===== config.mk =====
export PLATFORM = sky130hd
export DESIGN_NAME = imm_gen_pipe
export DESIGN_NICKNAME = d
export VERILOG_FILES = /design/src/rtl/imm_gen_pipe.sv
export SDC_FILE = /design/constraint.sdc
export NUM_CORES = 1
export LEC_CHECK = 0
export CORE_MARGIN = 5
export CORE_UTILIZATION = 53
export CTS_BUF_LIST = sky130_fd_sc_hd__clkbuf_8
export DETAILED_ROUTE_END_ITERATION = 7
export HOLD_SLACK_MARGIN = 0.08
export PLACE_DENSITY = 0.88
export SLEW_MARGIN = 10
export SYNTH_ARGS = -nofsm -noshare
export SYNTH_HDL_FRONTEND = slang
export SYNTH_SLANG_ARGS = --single-unit

===== constraint.sdc =====
create_clock -name clk -period 6.75 [get_ports clk]
set_input_delay 1.0125 -clock clk [delete_from_list [all_inputs] [get_ports clk]]
set_output_delay 1.0125 -clock clk [all_outputs]
set_load 0.02 [all_outputs]

===== src/rtl/imm_gen_pipe.sv =====
// imm_gen_pipe -- decode-stage immediate generator with a 2-entry skid buffer.
//
// Pulls the immediate for every RV64I format (I/S/B/U/J) plus CSR zimm and
// shift amount straight out of the raw instruction word. The result sits in
// a main register (M) that drives the outputs. A skid register (K) catches
// the one extra entry that can arrive while M is stalled. Because of K,
// ready_o is a flop and never depends on ready_i in the same cycle.
//
// Ports:
//   clk, rst              clock (rising edge), asynchronous active-high reset
//   flush_i               synchronous flush: drops M, K and any same-edge input
//   valid_i/ready_o       input handshake
//   inst_i, immsel_i      raw instruction, format select (0..6 legal, 7 illegal)
//   tag_i                 sideband tag carried with the immediate
//   valid_o/ready_i       output handshake
//   imm_o, tag_o, err_o   extended immediate, its tag, illegal-select flag
//   err_cnt_o             saturating illegal-select count
//
// Build option:
//   IMM_GEN_ERR_CNT_EN    when defined, err_cnt_o is a 16-bit saturating count
//                         of accepted, non-flushed immsel=7 inputs. When left
//                         undefined, err_cnt_o is tied to 0 and no counter
//                         exists.
module imm_gen_pipe #(
  parameter int XLEN  = 64,
  parameter int ILEN  = 32,
  parameter int TAG_W = 8
) (
  input  logic             clk,
  input  logic             rst,
  input  logic             flush_i,
  input  logic             valid_i,
  output logic             ready_o,
  input  logic [ILEN-1:0]  inst_i,
  input  logic [2:0]       immsel_i,
  input  logic [TAG_W-1:0] tag_i,
  output logic             valid_o,
  input  logic             ready_i,
  output logic [XLEN-1:0]  imm_o,
  output logic [TAG_W-1:0] tag_o,
  output logic             err_o,
  output logic [15:0]      err_cnt_o
);

  typedef struct packed {
    logic [XLEN-1:0]  imm;
    logic [TAG_W-1:0] tag;
    logic             err;
  } ent_t;

  ent_t        in_ent, m_q, m_d, k_q, k_d;
  logic        m_vld_q, m_vld_d, k_vld_q, k_vld_d, rdy_q, rdy_d;
  logic        acc, cons;
  logic [31:0] sx, zx;
  logic        use_z;
  logic [63:0] imm64;

  // The opcode field plays no part in immediate formation.
  logic unused_opcode;
  assign unused_opcode = ^inst_i[6:0];

  // Every format fits in 32 bits first. It is then sign- or zero-extended to
  // 64 bits and cut down to XLEN.
  always_comb begin
    sx           = '0;
    zx           = '0;
    use_z        = 1'b0;
    in_ent.err   = 1'b0;
    case (immsel_i)
      3'd0: sx = {{20{inst_i[31]}}, inst_i[31:20]};
      3'd1: sx = {{20{inst_i[31]}}, inst_i[31:25], inst_i[11:7]};
      3'd2: sx = {{19{inst_i[31]}}, inst_i[31], inst_i[7], inst_i[30:25],
                  inst_i[11:8], 1'b0};
      3'd3: sx = {inst_i[31:12], 12'b0};
      3'd4: sx = {{11{inst_i[31]}}, inst_i[31], inst_i[19:12], inst_i[20],
                  inst_i[30:21], 1'b0};
      3'd5: begin use_z = 1'b1; zx = {27'b0, inst_i[19:15]}; end
      3'd6: begin
        use_z = 1'b1;
        zx    = (XLEN == 32) ? {27'b0, inst_i[24:20]} : {26'b0, inst_i[25:20]};
      end
      default: in_ent.err = 1'b1;
    endcase
    imm64      = use_z ? {32'b0, zx} : {{32{sx[31]}}, sx};
    in_ent.imm = imm64[XLEN-1:0];
    in_ent.tag = tag_i;
  end

  assign acc  = valid_i & rdy_q;
  assign cons = m_vld_q & ready_i;

  // Skid-buffer next state. If K is full then ready_o is 0, so acc is 0 in
  // that case. This means K->M and input->M never happen on the same edge.
  always_comb begin
    m_d     = m_q;
    k_d     = k_q;
    m_vld_d = m_vld_q;
    k_vld_d = k_vld_q;
    if (flush_i) begin
      m_vld_d = 1'b0;
      k_vld_d = 1'b0;
    end else if (!m_vld_q || cons) begin
      if (k_vld_q) begin
        m_d     = k_q;
        m_vld_d = 1'b1;
        k_vld_d = 1'b0;
      end else begin
        m_vld_d = acc;
        if (acc) m_d = in_ent;
      end
    end else if (acc) begin
      k_d     = in_ent;
      k_vld_d = 1'b1;
    end
    rdy_d = ~k_vld_d;
  end

  // rdy_q resets low, so ready_o first rises on the edge after reset release.
  always_ff @(posedge clk or posedge rst) begin
    if (rst) begin
      m_q     <= '0;
      k_q     <= '0;
      m_vld_q <= 1'b0;
      k_vld_q <= 1'b0;
      rdy_q   <= 1'b0;
    end else begin
      m_q     <= m_d;
      k_q     <= k_d;
      m_vld_q <= m_vld_d;
      k_vld_q <= k_vld_d;
      rdy_q   <= rdy_d;
    end
  end

  assign ready_o = rdy_q;
  assign valid_o = m_vld_q;
  assign imm_o   = m_q.imm;
  assign tag_o   = m_q.tag;
  assign err_o   = m_q.err;

`ifdef IMM_GEN_ERR_CNT_EN
  logic [15:0] cnt_q, cnt_d;

  always_comb begin
    cnt_d = cnt_q;
    if (acc && !flush_i && in_ent.err && cnt_q != 16'hFFFF) cnt_d = cnt_q + 16'd1;
  end

  // Only rst clears the count; flush_i leaves it as is.
  always_ff @(posedge clk or posedge rst) begin
    if (rst) cnt_q <= '0;
    else     cnt_q <= cnt_d;
  end

  assign err_cnt_o = cnt_q;
`else
  assign err_cnt_o = '0;
`endif

endmodule


---- Yosys cells after proc, flatten, opt, wreduce, memory -nomap -nowiden ----
Index checks and enable logic that the tools add are counted.
word-level totals
  bits in registers ....................... 149
  bits in latches ......................... 0
  RAM bits ................................ 0
  ROM bits ................................ 0
  output and inout port bits .............. 91
  memories ................................ 0
cells by class
  $add $sub $neg .......................... 0
  $mul .................................... 0
  divide/modulo/power cells ............... 0
  order comparisons ....................... 0
  eq/ne operators ......................... 6
  shift operators ......................... 0
  mux-type cells .......................... 13
  bitwise operators ....................... 5
  reductions and logical operators ........ 9
operators by type and width
  operator            count
  $pmux 32 s5         1
  $mux 73             2
  $mux 64             1
  $pmux 6 s2          1
  $eq 3x3->1 const B  3
  $mux 1              8
  $reduce_or 7->1     1
  $eq 3x2->1 const B  2
  $reduce_and 3->1    2
  $reduce_bool 2->1   2
  $eq 3x1->1 const B  1
  $logic_not 3->1     1
  $not 1->1           3
  $and 1x1->1         2
  $reduce_or 2->1     1
  $logic_not 1->1     1
  $logic_or 1x1->1    1

---- Longest topological paths before layout ----
Gate-level depths: netlist (run 1).
  depth in word-level cells ............... 6
  mapped depth ............................ 6

---- Worst setup path before layout (run 1) ----
No wires, ideal clock.
  path kind ............................... reg-to-output
  start ................................... reg, netlist name imm_o[62]
  end ..................................... out imm_o[32]
  data arrival time ....................... 1.175 ns
  data required time ...................... 5.738 ns
  setup slack ............................. 4.562 ns
  cell stages (with the launch flop) ...... 2
  path buffers ............................ 1
  cell sequence ........................... dfrtp_1 buf_4
RTL lines
  element    line  text
  to (decl)  39    output logic [XLEN-1:0] imm_o,

---- Worst setup path in the final report (run 1) ----
  start ................................... in immsel_i[1]
  end ..................................... reg m_q (netlist bit imm_o[30])
between the ends
  longest elaborated chain between the ends .. 6
  elaborated cells between the ends (all ways) .. 13
  classes of those cells .................. 6 x eq/ne; 5 x mux; 2 x reduce/logical
RTL lines
  element                           line  text
  from (decl)                       35    input logic [2:0] immsel_i,
  $eq 3x3->1                        69    case (immsel_i)
  $reduce_or 2->1 (no source line)  n/a
  $mux 1                            69
  $mux 64 *                         84    imm64 = use_z ? {32'b0, zx} : {{32{sx[31]}}, sx};
  $mux 73 *                         109   if (acc) m_d = in_ent;
  $mux 73 *                         103   if (k_vld_q) begin
  to (signal assigned)              127   m_q <= m_d;
  to (decl)                         51    ent_t in_ent, m_q, m_d, k_q, k_d;
Mark *: on every way between the ends. The rest lies on a longest branch, timed or not. The select of a mux whose other input is x is not followed.
A chain may end at the register's enable or synchronous reset.

==> results of run 1 <==
## flip-flops by register name, summed over array words and instances, names as in the netlist
| register | cells |
|---|---|
| k_q | 41 |
| k_vld_q | 1 |
| ready_o | 1 |
| tag_o | 8 |
| valid_o | 1 |
| imm_o | 32 |
| err_o | 1 |
## area by class of cell
type	instances	share of cell area [%]
Multi-Input combinational cell	358	35.7
Tap cell	108	2.36
Clock inverter	6	0.963
Inverter	4	0.285
Sequential cell	85	37.2
Clock buffer	10	2.41
Timing Repair Buffer	122	21.1
## logic make-up (layout without fill, tap and decap cells)
family / count (synthesis) / count (layout) / share of synthesized area (%)
other cells: 1 / 16 / 0.0787
fa+ha+maj: 1 / 1 / 0.236
flops: 85 / 85 / 44.6
simple gates: 180 / 180 / 17.7
compound gates: 143 / 143 / 19.6
buf+inv: 92 / 142 / 13.8
mux: 18 / 18 / 3.94
## worst paths after layout
check                      cells after the start   endpoint  slack [ns]
max                                            5  imm_o[30]        3.60
min in group asynchronous                      3     k_q[7]        1.30
min reg2reg                                    2    k_q[38]        0.48
min                                            2    k_q[38]        0.48
max in group asynchronous                      3    k_vld_q        4.68
max reg2reg                                    4   imm_o[0]        4.26
## layer usage
metal	vias up	global-route usage (%)	share of wire [%]	wire length, um
li1	1840	-	-	-
met1	1849	25.9	42	4700
met2	173	32.7	47	5220
met3	20	5.36	8.6	954
met4	0	7.95	2.4	266
met5	-	0	0	0
## through the flow
stage	power, mW	area [um2]	setup WS, ns	cells	util [%]
floorplan	0.992	4820	3.54	535	-
global placement	1.14	5520	3.35	677	63.0
detailed placement	1.16	5520	3.26	677	63.0
CTS	1.51	5710	3.63	693	65.2
global route	1.58	5710	3.43	693	65.2
finish	1.50	5710	3.60	693	65.2
## layout by cell type, fill, tap and decap left out, types with 10 or more instances in the layout
cell,netlist,final
clkdlybuf4s50_1,0,115
nand2_1,104,104
dfrtp_1,85,84
a21oi_1,37,37
o21ai_2,30,30
o21ai_0,27,27
nand3_1,26,26
nor2_1,20,20
conb_1,1,16
a211oi_1,15,15
nand3b_1,13,13
o21ai_1,13,13
o211ai_1,12,12
mux2i_1,12,12
clkbuf_8,0,10
## Yosys cell counts (4+ instances only)
| library cell | instances | area, um2 |
|---|---|---|
| nor2_1 | 20 | 75.1 |
| dfrtp_1 | 85 | 2130 |
| nand3_1 | 26 | 130 |
| buf_6 | 14 | 158 |
| nand2b_1 | 7 | 43.8 |
| mux2i_1 | 12 | 120 |
| o21ai_1 | 13 | 65.1 |
| buf_2 | 11 | 55.1 |
| nand2_1 | 104 | 390 |
| clkbuf_1 | 11 | 41.3 |
| o211ai_1 | 12 | 90.1 |
| inv_1 | 4 | 15.0 |
| a21oi_1 | 37 | 185 |
| a211oi_1 | 15 | 113 |
| buf_4 | 52 | 390 |
| o21ai_0 | 27 | 135 |
| o21ai_2 | 30 | 263 |
| nand3b_1 | 13 | 97.6 |
## power by group through the flow
| stage | clock network (mW) | logic (mW) | registers [mW] |
|---|---|---|---|
| finish | 0.354 | 0.485 | 0.662 |
| global route | 0.383 | 0.524 | 0.676 |
| CTS | 0.360 | 0.490 | 0.663 |
| detailed placement | 0 | 0.489 | 0.672 |
| global placement | 0 | 0.477 | 0.665 |
| floorplan | 0 | 0.281 | 0.711 |
## worst min-delay path: stages (launching register included)
cell and delay (ns):
dfrtp_1 0.34, nand2_1 0.06, o21ai_2 0.05
==> results.md, run 1 <==
- Switching portion of total power: about a third
- Area of the multi-input gates: between 2000 and 2500 um2
- CTS Root Cell: clkbuf_8
- Worst Hold Class: flop to flop
- GPL Wtd Cong: roughly 0.81
- Clk buf depth: 2
- Hold slack: around 0.48 ns
- Antenna cells: 0
- Primary FF master, synth: dfrtp_1
- Syn Inst Count: 520
- Hold path startpoint: k_q[38]
- Slew headroom: between 20% and 30%
- Number of synthesized flops with an enable pin: 0
- Cts bufs inserted: 9
- Die height: 105 um
- 1st-iter DRT viols: between 200 and 250
- Worst-Margin Slew: between 1 and 1.5 ns
- Net Sw Power: 498 uW
- Register area: roughly 2100 um2
- Fmax: around 320 MHz
- Endpoints failing setup: 0
- Sequential share of the synthesized area: between 40 and 50%
- Layout cell share with drive strength beyond 1: between 10% and 20%
- Skew final: around 0.015 ns
- CTS tree: built
- Unique masters post-synth: 35
- Post-detail-place hpwl: roughly 7500 um
- Crit path time final: between 3 and 4 ns
- Final setup TNS: 0 ns
- Final hold violation count: 0
- CTS sink cnt: 85
- Crit path arrival time: 3.41 ns
- Grt ovf: 0
- Outcome: completed
- Average wire per standard cell: 16.1 um
- Worst R2R Start: k_vld_q
- Post-CTS Setup Bufs: 0
- Syn avg cell area: 9.17 um2
- Flop pwr share: 44.1%
- Pins over their slew limit: 0
- Resized cells post-CTS: 0
- RSZ-0062 raised after global routing: no
- Worst path bufs/invs: 1
- Vias per inst: around 5.6
- Initial core utilization: between 50% and 60%
- Vias post-DR: ~3900
- Post-route ant nets: 0
- # hold bufs at CTS: 0
- Clock Latency Late Sink: between 0.3 and 0.4 ns
- Internal: around 1.0 mW
- Post-Route WL: approximately 11000 um
- Io pins: between 100 and 150
- Critical path type: input pin to flop
- Leakage: around 2.4 nW
- Synth-to-Final Area Change: 19.9%
- Req. time, crit path: approximately 7 ns
- Pwr dens: 263 nW/um2
- PortBufs: around 120
- Vias in the first global route: about 3800
- Crit-path max cell delay: just over 1 ns
- DRC Markers: 0
- VDD IR max: roughly 0.00013 V
- Critical Path Start: immsel_i[1]
- Tot GR Track Use: between 20 and 25%
- Fillers: 685
- Cell Rows: 34
- Crit-path max FO: 34
- Horiz. Die Dim: 105 um
- Max cap viols: 0
- Initial antenna violation count: 0
- Fraction of registers with async set/reset: 100%
- First-pass GRT wire length: between 15000 and 20000 um
- Register bit total from synthesis: 85
- Largest net degree at the start of global routing: 86
- CORE AREA: between 8000 and 9000 um2
- DRT Pass-1 Iters: 4
- Critical path cell sequence: clkdlybuf4s50_1 > maj3_2 > nor2b_4 > a211oi_1 > o21ai_1
- CP startpoint kind: input pin
- Mapped Area: 4770 um2
- Crit end category: flop
- Nets: between 600 and 700
- Clk pin slew, worst setup/hold paths: ~0.07 ns
- H-tree Lvls: 3
- Synth warn: 0
- Crit-path slowest cell: clkdlybuf4s50_1
- Fin crit share: a little under half
- DIE AREA: between 10000 and 15000 um2
- Cell family with most CP delay: buffers and inverters
- Clock power share: 23.6%
- Logic gate share of total power: between 30 and 40%
No activity file was read; power rests on OpenSTA's default activity.
==> run 2, diff against run 1 <==
CORE_UTILIZATION = 49   (was 53)
PLACE_DENSITY = 0.82   (was 0.88)
clock period = 3 ns   (was 6.75 ns; I/O delays follow)
==> results.md, run 2 (synthesized netlist as in run 1, its figures left out) <==
- Outcome: completed
- Die height: between 100 and 150 um
- Clk buf depth: 2
- Vias per inst: 5.24
- Nets: 633
- DIE AREA: 11800 um2
- Dpl cells: roughly 710
- Vias in the first global route: 3595
- Worst-Margin Slew: 0.906 ns
- Fin crit share: 81.4%
- Pins over their slew limit: 0
- Cell family with most CP delay: flip-flops
- Most common library cell in the layout ignoring fill and taps: clkdlybuf4s50_1
- Crit-path max FO: 34
- Horiz. Die Dim: approximately 110 um
- Cts bufs inserted: 9
- # hold bufs at CTS: 0
- Post-route ant nets: 0
- Fillers: just over 800
- Crit end category: primary output
- Synth-to-Final Area Change: 21.7%
- Non-Filler Instances: 723
- Crit path time final: 2.44 ns
- CTS sink cnt: 85
- Worst Hold Class: input pin to async pin
- Req. time, crit path: around 2.6 ns
- Antenna cells: 0
- Post-detail-place hpwl: a little under 8000 um
- Worst path bufs/invs: 1
- Hold slack: 0.460 ns
- Layout cell share with drive strength beyond 1: between 10% and 20%
- Grt ovf: 0
- DRT Pass-1 Iters: 4
- RSZ-0062 raised after global routing: no
- 1st-iter DRT viols: around 240
- Leakage: 2.43 nW
- Pwr dens: 592 nW/um2
- Crit-path slowest cell: dfrtp_1
- Crit-path max cell delay: 0.87 ns
- Slew headroom: slightly below 40%
- Biggest register: k_q
- Setup ws final: 0.557 ns
- Fin area: 5800 um2
- Largest net degree at the start of global routing: between 70 and 80
- Most frequent cells in the layout: clkdlybuf4s50_1 (115), nand2_1 (104), dfrtp_1 (85)
- Cell Rows: 36
- GPL Wtd Cong: 0.827
- Crit path arrival time: 1.99 ns
- CORE AREA: around 9600 um2
- Worst R2R Start: valid_o
- Placed cell area: 5590 um2
- Critical Path Start: imm_o[62]
- Clock Latency Late Sink: 0.37 ns
- Util after Layout: around 60%
- Clk pin slew, worst setup/hold paths: approximately 0.090 ns
- First-pass GRT wire length: between 15000 and 20000 um
- H-tree Lvls: 3
- Critical path cell sequence: clkdlybuf4s50_1
- Endpoints failing setup: 0
- CTS Root Cell: clkbuf_8
- Max FFs per register: 41
- Initial core utilization: 49.5%
- Final hold violation count: 0
- Resized cells post-CTS: 0
- Fmax: a little over 400 MHz
- Total power: around 3.4 mW
- Average wire per standard cell: approximately 16 um
- Post-CTS Setup Bufs: 0
- Critical path type: flop to primary output
- Skew final: between 0.006 and 0.007 ns
- Vias post-DR: ~3800
- VDD IR max: slightly below 0.0004 V
- PortBufs: between 100 and 150
- CTS tree: built
- Tot GR Track Use: between 15 and 20%
- CP startpoint kind: flop
- Worst slack, placed: around 0.58 ns
- Max cap viols: 0
- Final setup TNS: 0 ns
- Initial antenna violation count: 0
- DRC Markers: 0
- Post-Route WL: around 11000 um
- Io pins: ~140
==> run 2: cell count changes in the layout (fill, tap and decap cells not counted), sizes merged <==
cell,change
clkinv,+2
buf,+5
inv,-2
==> run 2: layout make-up <==
cell class	count	area, um2	area share [%]
Timing Repair Buffer	127	1240	21.4
Sequential cell	85	2130	36.7
Tap cell	133	166	2.87
Inverter	4	16.3	0.280
Clock buffer	10	138	2.37
Clock inverter	6	72.6	1.25
Multi-Input combinational cell	358	2040	35.1
==> run 2: layer usage <==
layer,vias to the layer above,GRT usage (%),routed length [um]
met3,15,4.56,954
met5,-,0,0
met4,0,8.21,188
met1,1797,25.4,4780
li1,1846,-,-
met2,127,30.9,5300
==> run 2: power by group <==
part           switching, mW  internal, mW  leakage (nW)
Sequential             0.128          1.35          1.09
Combinational          0.600         0.506          1.24
Clock                  0.433         0.413         0.103
Total                   1.16          2.27          2.43
==> run 2: worst paths after layout <==
path,depth (start not counted),endpoint,slack (ns)
worst min register to register,2,k_q[25],0.48
max in group asynchronous,3,k_q[15],1.78
worst max-delay path,1,imm_o[55],0.56
worst min-delay path,2,tag_o[4],0.46
worst max register to register,5,k_q[13],1.17
min in group clk,2,k_q[25],0.48
